`src/rtl/decimal_entry_controller_pkg.sv`:
```
// Shared digit-state codes and limits for the decimal entry and display paths.
// No timing of its own; constants and types only.
package decimal_entry_controller_pkg;

    localparam logic [1:0] DIG_HUNDREDS = 2'd0;
    localparam logic [1:0] DIG_TENS     = 2'd1;
    localparam logic [1:0] DIG_ONES     = 2'd2;
    localparam logic [1:0] DIG_DONE     = 2'd3;

    localparam logic [3:0] DISPLAY_OFF  = 4'd10;
    localparam logic [7:0] VALUE_MAX    = 8'd255;

    typedef enum logic [1:0] {
        ENTER_H = DIG_HUNDREDS,
        ENTER_T = DIG_TENS,
        ENTER_O = DIG_ONES,
        DONE    = DIG_DONE
    } entry_state_t;

endpackage

```
`src/rtl/decimal_entry_controller_button_edge_detector.sv`:
```
// Synchronizes a raw button level and emits a one-cycle pulse on its rising edge.
// Pulse is high SYNC_STAGES cycles after the first sampled high; no backpressure.
module button_edge_detector #(
    parameter int SYNC_STAGES = 2
) (
    input  logic clk,
    input  logic rst,
    input  logic btn,
    output logic pulse
);

    logic [SYNC_STAGES-1:0] sync_q;
    logic                   prev_q;

    always_ff @(posedge clk or posedge rst) begin
        if (rst) begin
            sync_q <= '0;
            prev_q <= 1'b0;
        end else begin
            sync_q <= {sync_q[SYNC_STAGES-2:0], btn};
            prev_q <= sync_q[SYNC_STAGES-1];
        end
    end

    assign pulse = sync_q[SYNC_STAGES-1] & ~prev_q;

endmodule

```
`src/rtl/decimal_entry_controller.sv`:
```
// Two-button decimal entry (hundreds, tens, ones) assembled into a saturated 8-bit value.
// Button to output effect is SYNC_STAGES+1 cycles; no backpressure, value_valid is a bare pulse.
module decimal_entry_controller
    import decimal_entry_controller_pkg::*;
#(
    parameter int SYNC_STAGES = 2
) (
    input  logic       clk,
    input  logic       rst,
    input  logic       btn_inc,
    input  logic       btn_next,
    output logic [1:0] digit_sel,
    output logic [3:0] cur_digit,
    output logic [7:0] value,
    output logic       value_valid,
    output logic       overflow
);

    entry_state_t state;
    logic [3:0]   h, t, o;
    logic         inc_p, next_p;
    logic [8:0]   h9, t9, o9, sum;

    button_edge_detector #(.SYNC_STAGES(SYNC_STAGES)) u_inc_edge (
        .clk   (clk),
        .rst   (rst),
        .btn   (btn_inc),
        .pulse (inc_p)
    );

    button_edge_detector #(.SYNC_STAGES(SYNC_STAGES)) u_next_edge (
        .clk   (clk),
        .rst   (rst),
        .btn   (btn_next),
        .pulse (next_p)
    );

    // h*100 + t*10 + o by shift-add; worst case 299 fits in 9 bits
    assign h9  = {5'd0, h};
    assign t9  = {5'd0, t};
    assign o9  = {5'd0, o};
    assign sum = (h9 << 6) + (h9 << 5) + (h9 << 2) + (t9 << 3) + (t9 << 1) + o9;

    always_ff @(posedge clk or posedge rst) begin
        if (rst) begin
            state       <= ENTER_H;
            h           <= 4'd0;
            t           <= 4'd0;
            o           <= 4'd0;
            value       <= 8'd0;
            value_valid <= 1'b0;
            overflow    <= 1'b0;
        end else begin
            value_valid <= 1'b0;
            // next_p takes priority so a simultaneous inc_p is dropped
            case (state)
                ENTER_H: begin
                    if (next_p)     state <= ENTER_T;
                    else if (inc_p) h <= (h == 4'd2) ? 4'd0 : h + 4'd1;
                end
                ENTER_T: begin
                    if (next_p)     state <= ENTER_O;
                    else if (inc_p) t <= (t == 4'd9) ? 4'd0 : t + 4'd1;
                end
                ENTER_O: begin
                    if (next_p) begin
                        state       <= DONE;
                        value_valid <= 1'b1;
                        if (sum > {1'b0, VALUE_MAX}) begin
                            value    <= VALUE_MAX;
                            overflow <= 1'b1;
                        end else begin
                            value    <= sum[7:0];
                            overflow <= 1'b0;
                        end
                    end else if (inc_p) begin
                        o <= (o == 4'd9) ? 4'd0 : o + 4'd1;
                    end
                end
                DONE: begin
                    if (next_p) begin
                        state <= ENTER_H;
                        h     <= 4'd0;
                        t     <= 4'd0;
                        o     <= 4'd0;
                    end
                end
                default: state <= ENTER_H;
            endcase
        end
    end

    always_comb begin
        cur_digit = DISPLAY_OFF;
        case (state)
            ENTER_H: cur_digit = h;
            ENTER_T: cur_digit = t;
            ENTER_O: cur_digit = o;
            default: cur_digit = DISPLAY_OFF;
        endcase
    end

    assign digit_sel = state;

endmodule

```
`config.mk`:
```
export PLATFORM = sky130hd
export DESIGN_NAME = decimal_entry_controller
export DESIGN_NICKNAME = d
export VERILOG_FILES = /design/src/rtl/decimal_entry_controller_pkg.sv /design/src/rtl/decimal_entry_controller_button_edge_detector.sv /design/src/rtl/decimal_entry_controller.sv
export SDC_FILE = /design/constraint.sdc
export NUM_CORES = 1
export LEC_CHECK = 0
export CORE_AREA = 3 3 80 82
export DETAILED_ROUTE_END_ITERATION = 8
export DIE_AREA = 0 0 83 85
export GPL_TIMING_DRIVEN = 0
export PLACE_DENSITY = 0.5
export SKIP_CTS_REPAIR_TIMING = 1
export SKIP_LAST_GASP = 1
export SLEW_MARGIN = 5
export SYNTH_ARGS = -nofsm -noshare
export SYNTH_HDL_FRONTEND = slang
export SYNTH_HIERARCHICAL = 1
export SYNTH_SLANG_ARGS = --single-unit
```
`constraint.sdc`:
```
create_clock -name clk -period 4.3 [get_ports clk]
set_input_delay 0.43 -clock clk [delete_from_list [all_inputs] [get_ports clk]]
set_output_delay 0.43 -clock clk [all_outputs]
set_load 0.02 [all_outputs]
```
==> reports/metrics.cfg <==
[run_status]
outcome = finished, final reports clean

[timing]
period_needed_ps = 3060
drv_slew = 0
relSlewSlack_pct = 37.5
setup-violations-final = 0
hold_viol_final = 0
min_period_over_period_pct = 71.2
skew_ps = 4.99
worst_slack_ps = 1240
tns_ps = 0
rsz0062_at_grt = false
max_freq_mhz = 327
worst_slew_pin_slew_ps = 937

[drt]
firstDrtPassIters = 4
wl_um = 3960
ant_nets = 0
drc_errors = 0
wire_per_inst_um = 12.9
viasPerCell = 4.77
vias = 1460
drt_iter0_drc = 96

[global_routing]
gr-total-overflow = 0
grt_pass1_vias = 1455
grt_usage_pct = 12.2
grt_max_degree = 25
grt_antenna_before_repair = 0
grt_pass1_wl_um = 6860

[yosys]
synth_seq_area_share_pct = 38.0
yosys.area.top_type_share_pct = 38.0
avgSynthCellArea_um2 = 9.68
ys_top_cells_by_count = dfrtp_1 (30), inv_1 (27), ha_1 (23)
synthArstFlopShare_pct = 100
synth_flop_cell = dfrtp_1
yosys_warnings = 6
synthTopCellsByArea = dfrtp_1 (38%), ha_1 (15%), fa_1 (7.1%), inv_1 (5.1%), o21ai_0 (3.8%)
ys_types = 37
synth_edf_count = 0
synth_area_leader_cell = dfrtp_1
synth-seq-cells = 30
synth_nets = 238
synth_cells = 204
syn_area_um2 = 1980
yosysMostFrequentCell = dfrtp_1

[pwr]
pwr-share-clk_pct = 14.7
p_per_area_nw_per_um2 = 765
power_frac_comb_pct = 58.6
p_int_mw = 1.01
leakagePower_nw = 1.12
p_sw_share_pct = 44.2
p_seq_share_pct = 26.7
switching_power_mw = 0.802
worst_ir_drop_vdd_uv = 267

[worst_setup_path]
cp_max_fo = 6
critPathKind = register to register
endpoint_kind = register
crit_path_end = value[7]
reg2reg_depth = 11
r2r_slack_ps = 1240
worstPathArrival_ps = 3210
r2r-start = h[1]
crit_start = h[1]
r2r_end = value[7]
cp.required_ps = 4450
start_kind = register

[flow_run]
drv_cap = 0

[clocking]
max-clock-path-buffers = 2
cts-root-buf = clkbuf_8
clk_latency_ps = 280
cts_inserted_buffers = 5
htreeDepth = 2
clock-sinks = 30
cts_tree = built
clkTransAtPathRegs_ps = 70

[cells_and_area]
multiInputGateArea_um2 = 1090
syn_to_final_growth_pct = 19.9
regArea_um2 = 751
drive_above_1_share_pct = 9.09
final_nets = 264
final_cell_area_um2 = 2370
antenna_cells = 0
utilization_pct = 40.7
fillerInstances = 605

[floorplanning]
fp.dieH_um = 85
initial_core_util_pct = 34.0
die_x_um = 83
pin_count = 20
core_area_um2 = 5820
num_rows = 28
dieArea_um2 = 7060

[placement]
dp_slack_ps = 1210
dp_hpwl_um = 3030
placed_area_um2 = 2260
io_buffers = 19
place.gp.congestion = 0.783

[min_path]
hp-class = register to register

[power groups by stage]
stage | clock (mW) | sequential (mW) | combinational (mW)
5_1_grt | 0.287 | 0.502 | 1.23
3_3_place_gp | 0 | 0.492 | 1.07
2_1_floorplan | 0 | 0.518 | 0.713
6_report | 0.266 | 0.485 | 1.06
4_1_cts | 0.276 | 0.487 | 1.08
3_5_place_dp | 0 | 0.492 | 1.08
[worst min-delay path by stage]
stage                                from                     to  cells after the start
global placement    u_next_edge/sync_q[0]  u_next_edge/sync_q[1]                      0
CTS                 u_next_edge/sync_q[0]  u_next_edge/sync_q[1]                      0
finish              u_next_edge/sync_q[0]  u_next_edge/sync_q[1]                      0
detailed placement  u_next_edge/sync_q[0]  u_next_edge/sync_q[1]                      0
global route        u_next_edge/sync_q[0]  u_next_edge/sync_q[1]                      0
floorplan                             rst      u_inc_edge/prev_q                      1
[metal layers]
metal	global-route usage, %	up-vias	wire, um	share of wire, %
met2	18.5	20	1780	45
met1	16.4	691	1990	50
met5	0	-	0	0
li1	-	741	-	-
met3	2.72	8	92	2.3
met4	6.09	0	102	2.6
[worst max-delay path, stage by stage, from the launching register on]
cell and delay (ps):
dfrtp_1 450, inv_1 130, fa_1 510, inv_1 50
fa_1 510, ha_1 210, inv_1 80, fa_1 460
nor2b_1 160, nor3_1 60, o211ai_1 190, o211ai_1 110
[state kept, by name (all words and copies together), names as in the netlist]
name,count
t,4
digit_sel,2
overflow,1
u_inc_edge/sync_q,2
u_inc_edge/prev_q,1
u_next_edge/sync_q,2
u_next_edge/prev_q,1
value_valid,1
h,4
o,4
value,8
[through the flow]
step | total power [mW] | std cells | hold WS (ps)
CTS | 1.85 | 306 | 351
finish | 1.81 | 306 | 348
global placement | 1.56 | 298 | 333
floorplan | 1.23 | 204 | 184
detailed placement | 1.57 | 298 | 336
global route | 2.02 | 306 | 364
[logic make-up after synthesis]
family,synth area share [%]
AO/OA/AOI/OAI,18.0
XOR/XNOR,2.60
adder cells (fa/ha/maj),21.7
buffers and inverters,6.71
flip-flops,38.0
AND/OR/NAND/NOR,13.0
[cell type report]
type / instances / share of cell area [%]
plain buffers: 6 / 1.32
clock buffers: 8 / 4.65
inverters: 27 / 4.28
multi-input cells: 141 / 46.1
flip-flops and latches: 30 / 31.7
well taps: 75 / 3.96
repair buffers: 19 / 8.03
[cells in the final DEF (no fill, tap or decap), types with 3 or more instances in the layout]
cell type / n
a21o_1: 3
a21oi_1: 9
a31oi_1: 3
clkbuf_1: 3
clkbuf_8: 8
clkdlybuf4s50_1: 19
dfrtp_1: 30
fa_1: 7
ha_1: 23
inv_1: 27
nand2_1: 18
nor2_1: 18
nor2b_1: 5
o211ai_1: 3
o21ai_0: 15
o31ai_1: 6
(Power assumes the default switching activity.)
==> RTL change 1, RTL diff (config.mk and constraints unchanged) <==
`SYNC_STAGES` is set to 2 in 2 places; all go to 4.
--- a/src/rtl/decimal_entry_controller_button_edge_detector.sv
+++ b/src/rtl/decimal_entry_controller_button_edge_detector.sv
@@ -1,7 +1,7 @@
 // Synchronizes a raw button level and emits a one-cycle pulse on its rising edge.
 // Pulse is high SYNC_STAGES cycles after the first sampled high; no backpressure.
 module button_edge_detector #(
-    parameter int SYNC_STAGES = 2
+    parameter int SYNC_STAGES = 4
 ) (
     input  logic clk,
     input  logic rst,
--- a/src/rtl/decimal_entry_controller.sv
+++ b/src/rtl/decimal_entry_controller.sv
@@ -3,7 +3,7 @@
 module decimal_entry_controller
     import decimal_entry_controller_pkg::*;
 #(
-    parameter int SYNC_STAGES = 2
+    parameter int SYNC_STAGES = 4
 ) (
     input  logic       clk,
     input  logic       rst,
Function: changed (Yosys sat finds a counterexample within 4 cycles, from zero or initial values and one cycle with rst high).
==> RTL change 1 against the unedited design <==
Setup slack got worse by 0.090 ns; first-iteration DRC count decreased by 36%; sequential cell count increased by 4; global-route usage about the same; synthesized cell count increased by 2.0%; power decreased by 0.76%; cell area increased by 3.4%; worst hold slack got worse by 0.00076 ns; routed wire length increased by 1.5%; synthesized area increased by 5.1%; largest power group unchanged.
==> RTL change 1: results (changes against the unedited design) <==
| Metric | Value |
|---|---|
| Status | `complete, no violations (unchanged)` |
| Via count | `1499 (was 1460)` |
| Total GRT Usage | `0.122 (about the same)` |
| RD Place Congestion | `0.776 (was 0.783)` |
| Largest net degree at the start of global routing | `25 (unchanged)` |
| Ys Warns | `6 (unchanged)` |
| Hold path start | `u_inc_edge/sync_q[2] (was u_next_edge/sync_q[0])` |
| DP Wirelength | `3050 µm (was 3030 µm)` |
| Synth cell count leaders | `dfrtp_1 (34), inv_1 (27), ha_1 (23), nand2_1 (18), nor2_1 (18) (was dfrtp_1 (30), inv_1 (27), ha_1 (23), nand2_1 (18), nor2_1 (18))` |
| Synth Cell Area | `0.00208 mm² (was 0.00198 mm²)` |
| Nets | `268 (was 264)` |
| # fillers | `610 (was 605)` |
| Worst-path fanout max | `5 (was 6)` |
| H-tree depth | `2 (unchanged)` |
| Maximum clock path buffer count | `2 (unchanged)` |
| Path depth of the worst reg2reg path | `11 (unchanged)` |
| Synth Net Count | `242 (was 238)` |
| Primary FF master, synth | `dfrtp_1 (unchanged)` |
| Clock-pin transition on the worst setup and hold timing paths | `0.07 ns (about the same)` |
| Sequential element share of the synthesized area | `0.410 (was 0.380)` |
| Rel. slew slack | `0.364 (was 0.375)` |
| Share of layout cells above drive strength 1 | `0.0851 (was 0.0909)` |
| Leak pwr | `1.16 nW (was 1.12 nW)` |
| Area post-placement | `0.00236 mm² (was 0.00226 mm²)` |
| WP data arrival | `3.30 ns (was 3.21 ns)` |
| Initial DRC count | `61 (was 96)` |
| Hold Crit Class | `reg2reg (unchanged)` |
| Hold path endpoint | `u_inc_edge/sync_q[3] (was u_next_edge/sync_q[1])` |
| Final Skew | `0.00394 ns (was 0.00499 ns)` |
| R2r setup slk | `1.15 ns (was 1.24 ns)` |
| DR pass1 iterations | `6 (was 4)` |
| Critical Path Start | `o[3] (was h[1])` |
| Clock Latency Late Sink | `0.28 ns (about the same)` |
| Global-route wire length before repair | `6950 µm (was 6860 µm)` |
| Final WL | `4020 µm (was 3960 µm)` |
| Final antenna-violating net count | `0 (unchanged)` |
| Largest cells by area after synthesis | `dfrtp_1 (41%), ha_1 (14%), fa_1 (6.8%) (was dfrtp_1 (38%), ha_1 (15%), fa_1 (7.1%))` |
| Worst vdd ir | `0.224 mV (was 0.267 mV)` |
[RTL change 1: cell count changes after synthesis]
cell / before / now
dfrtp_1: 30 / 34
[RTL change 1: through the flow]
step	instances	setup WS [ns]	total power [mW]	hold slack, ns
2_1_floorplan	208	1.49	1.25	0.209
3_3_place_gp	302	1.18	1.57	0.334
3_5_place_dp	302	1.16	1.58	0.336
6_report	310	1.15	1.80	0.348
5_1_grt	310	0.913	2.00	0.359
4_1_cts	310	1.13	1.83	0.352
[RTL change 1: final cells by class]
class	count	area, µm²	area share
multi-input combinational	141	1090	0.446
sequential	34	851	0.347
timing repair buffer	19	190	0.0776
inverter	27	101	0.0413
tap	75	93.8	0.0383
clock buffer	7	86.3	0.0352
buffer	6	31.3	0.0128
clock inverter	1	5.00	0.00204
[RTL change 1: power by group]
part	switching, mW	total (mW)	internal [mW]
registers	0.106	0.519	0.413
clock network	0.111	0.240	0.129
logic	0.575	1.04	0.466
[RTL change 1: cell families after synthesis]
family	synth area share
flip-flops	0.410
buffers and inverters	0.0639
XOR/XNOR	0.0247
AND/OR/NAND/NOR	0.124
AO/OA/AOI/OAI	0.172
adder cells (fa/ha/maj)	0.206
[RTL change 1: routing by layer]
layer / track usage / wire [µm] / vias to the layer above
met1: 0.169 / 2030 / 712
met3: 0.0272 / 153 / 5
li1: - / - / 753
met4: 0.0446 / 72 / 0
met5: 0 / 0 / -
met2: 0.189 / 1760 / 29
[RTL change 1: critical path, stage by stage, from the launching register on]
cell	delay (ns)
dfrtp_1	0.49
inv_1	0.10
fa_1	0.54
inv_1	0.05
fa_1	0.50
ha_1	0.22
inv_1	0.08
fa_1	0.46
nor2b_1	0.16
nor3_1	0.06
o211ai_1	0.23
o211ai_1	0.12
==> RTL change 2, RTL diff (same settings) <==
Made on the original files. Reset style: synchronous (`rst`), changed in 2 clocked blocks.
--- a/src/rtl/decimal_entry_controller_button_edge_detector.sv
+++ b/src/rtl/decimal_entry_controller_button_edge_detector.sv
@@ -12,7 +12,7 @@
     logic [SYNC_STAGES-1:0] sync_q;
     logic                   prev_q;
 
-    always_ff @(posedge clk or posedge rst) begin
+    always_ff @(posedge clk) begin
         if (rst) begin
             sync_q <= '0;
             prev_q <= 1'b0;
--- a/src/rtl/decimal_entry_controller.sv
+++ b/src/rtl/decimal_entry_controller.sv
@@ -41,7 +41,7 @@
     assign o9  = {5'd0, o};
     assign sum = (h9 << 6) + (h9 << 5) + (h9 << 2) + (t9 << 3) + (t9 << 1) + o9;
 
-    always_ff @(posedge clk or posedge rst) begin
+    always_ff @(posedge clk) begin
         if (rst) begin
             state       <= ENTER_H;
             h           <= 4'd0;
Check against the original RTL: differs if rst is asserted again (counterexample within 4 cycles, from zero or initial values and one cycle with rst high); with rst held inactive, the same outputs for 10 cycles.
==> RTL change 2 against the unedited design <==
Setup slack got worse by 0.011 ns; critical path depth rose by 1; synthesized area down 5.3%; cell area down 5.1%; via count fell by 7.1%; die area stayed put; routed wire length is 3.8% lower; sequential cell count stayed put; highest routed layer unchanged.
Power is not compared: it rests on default switching activity, and its combinational part moved more than twofold at a synthesized area within 25%.
==> RTL change 2: results (changes against the unedited design) <==
| Metric | Value |
|---|---|
| Final Skew | `0.00685 ns (was 0.00499 ns)` |
| # fillers | `621 (was 605)` |
| Initial DRC count | `73 (was 96)` |
| Hold_ws | `0.435 ns (was 0.348 ns)` |
| Reg2reg end | `value[7] (unchanged)` |
| Yosys cell types | `36 (was 37)` |
| Post-synthesis xor/xnor area fraction | `0.0742 (was 0.0260)` |
| Area Growth Syn to Fin | `20.3% (was 19.9%)` |
| Hold path start | `u_next_edge/sync_q[0] (unchanged)` |
| Path depth of the worst reg2reg path | `12 (was 11)` |
| DP Wirelength | `2940 µm (was 3030 µm)` |
| Primary FF master, synth | `dfxtp_1 (was dfrtp_1)` |
| Mux contribution to synthesized area | `0.0415 (was 0)` |
| Sequential element share of the synthesized area | `0.321 (was 0.380)` |
| Status | `complete, no violations (unchanged)` |
| Hold path depth | `1 (was 0)` |
| Rel. slew slack | `0.632 (was 0.375)` |
| Largest cells by area after synthesis | `dfxtp_1 (32%), ha_1 (15%), fa_1 (7.5%) (was dfrtp_1 (38%), ha_1 (15%), fa_1 (7.1%))` |
| Share of layout cells above drive strength 1 | `0.0893 (was 0.0909)` |
| Cell total after placement | `291 (was 298)` |
| Final WL | `3810 µm (was 3960 µm)` |
| Vias per std cell | `4.54 (was 4.77)` |
| Global-route wire length before repair | `6980 µm (was 6860 µm)` |
| Hold path endpoint | `u_next_edge/sync_q[1] (unchanged)` |
| Met2 usage | `0.206 (was 0.185)` |
## RTL change 2: cell count changes after synthesis, sizes merged, moves of 5 or more
cell    delta
dfxtp     +30
o21ai     -11
dfrtp     -30
nand2     -10
a21oi      -5
xnor2      +7
a211oi     +7
nor2      +13
o31ai      -5
## RTL change 2: worst register-to-register path: stages (launching register included)
cell,delay (ns)
dfxtp_1,0.46
inv_1,0.14
fa_1,0.51
inv_1,0.05
fa_1,0.50
ha_1,0.21
inv_1,0.07
fa_1,0.40
inv_1,0.07
a21o_1,0.10
a21oi_1,0.06
xor2_1,0.15
a311oi_1,0.25
## RTL change 2: kinds of logic (layout without fill, tap and decap cells)
logic type / count (synthesis) / after routing
AOI/OAI and AO/OA: 32 / 32
xor gates and xnor gates: 15 / 15
adders and majority gates: 30 / 30
buffers and inverters: 28 / 55
DFF: 30 / 30
muxes: 4 / 4
and+or+nand+nor: 58 / 58
## RTL change 2: power groups by stage
stage | combinational [mW] | clock (mW) | sequential, mW
floorplan | 0.0364 | 0 | 0.294
global placement | 0.0551 | 0 | 0.294
detailed placement | 0.0555 | 0 | 0.294
CTS | 0.0557 | 0.246 | 0.288
global route | 0.0622 | 0.257 | 0.288
finish | 0.0544 | 0.239 | 0.288
## RTL change 2: worst max-delay path by stage
stage          from  endpoint  slack, ns  depth (start not counted)
2_1_floorplan  h[1]  value[7]       1.47                         12
3_3_place_gp   h[1]  value[7]       1.22                         12
3_5_place_dp   h[1]  value[7]       1.21                         12
4_1_cts        h[1]  value[7]       1.19                         12
5_1_grt        h[0]  value[6]       1.03                         10
6_report       h[1]  value[7]       1.23                         12
## RTL change 2: metal layers
| metal | up-vias | wire length, µm |
|---|---|---|
| met5 | - | 0 |
| met4 | 0 | 66 |
| met3 | 6 | 85 |
| met2 | 14 | 1770 |
| met1 | 628 | 1890 |
| li1 | 709 | - |
## RTL change 2: area by class of cell
| cell class | count | area share |
|---|---|---|
| Clock buffer | 6 | 0.0367 |
| Inverter | 24 | 0.0400 |
| Tap cell | 75 | 0.0417 |
| Clock inverter | 2 | 0.00556 |
| Buffer | 4 | 0.0117 |
| Timing Repair Buffer | 19 | 0.0845 |
| Sequential cell | 30 | 0.267 |
| Multi-Input combinational cell | 139 | 0.513 |
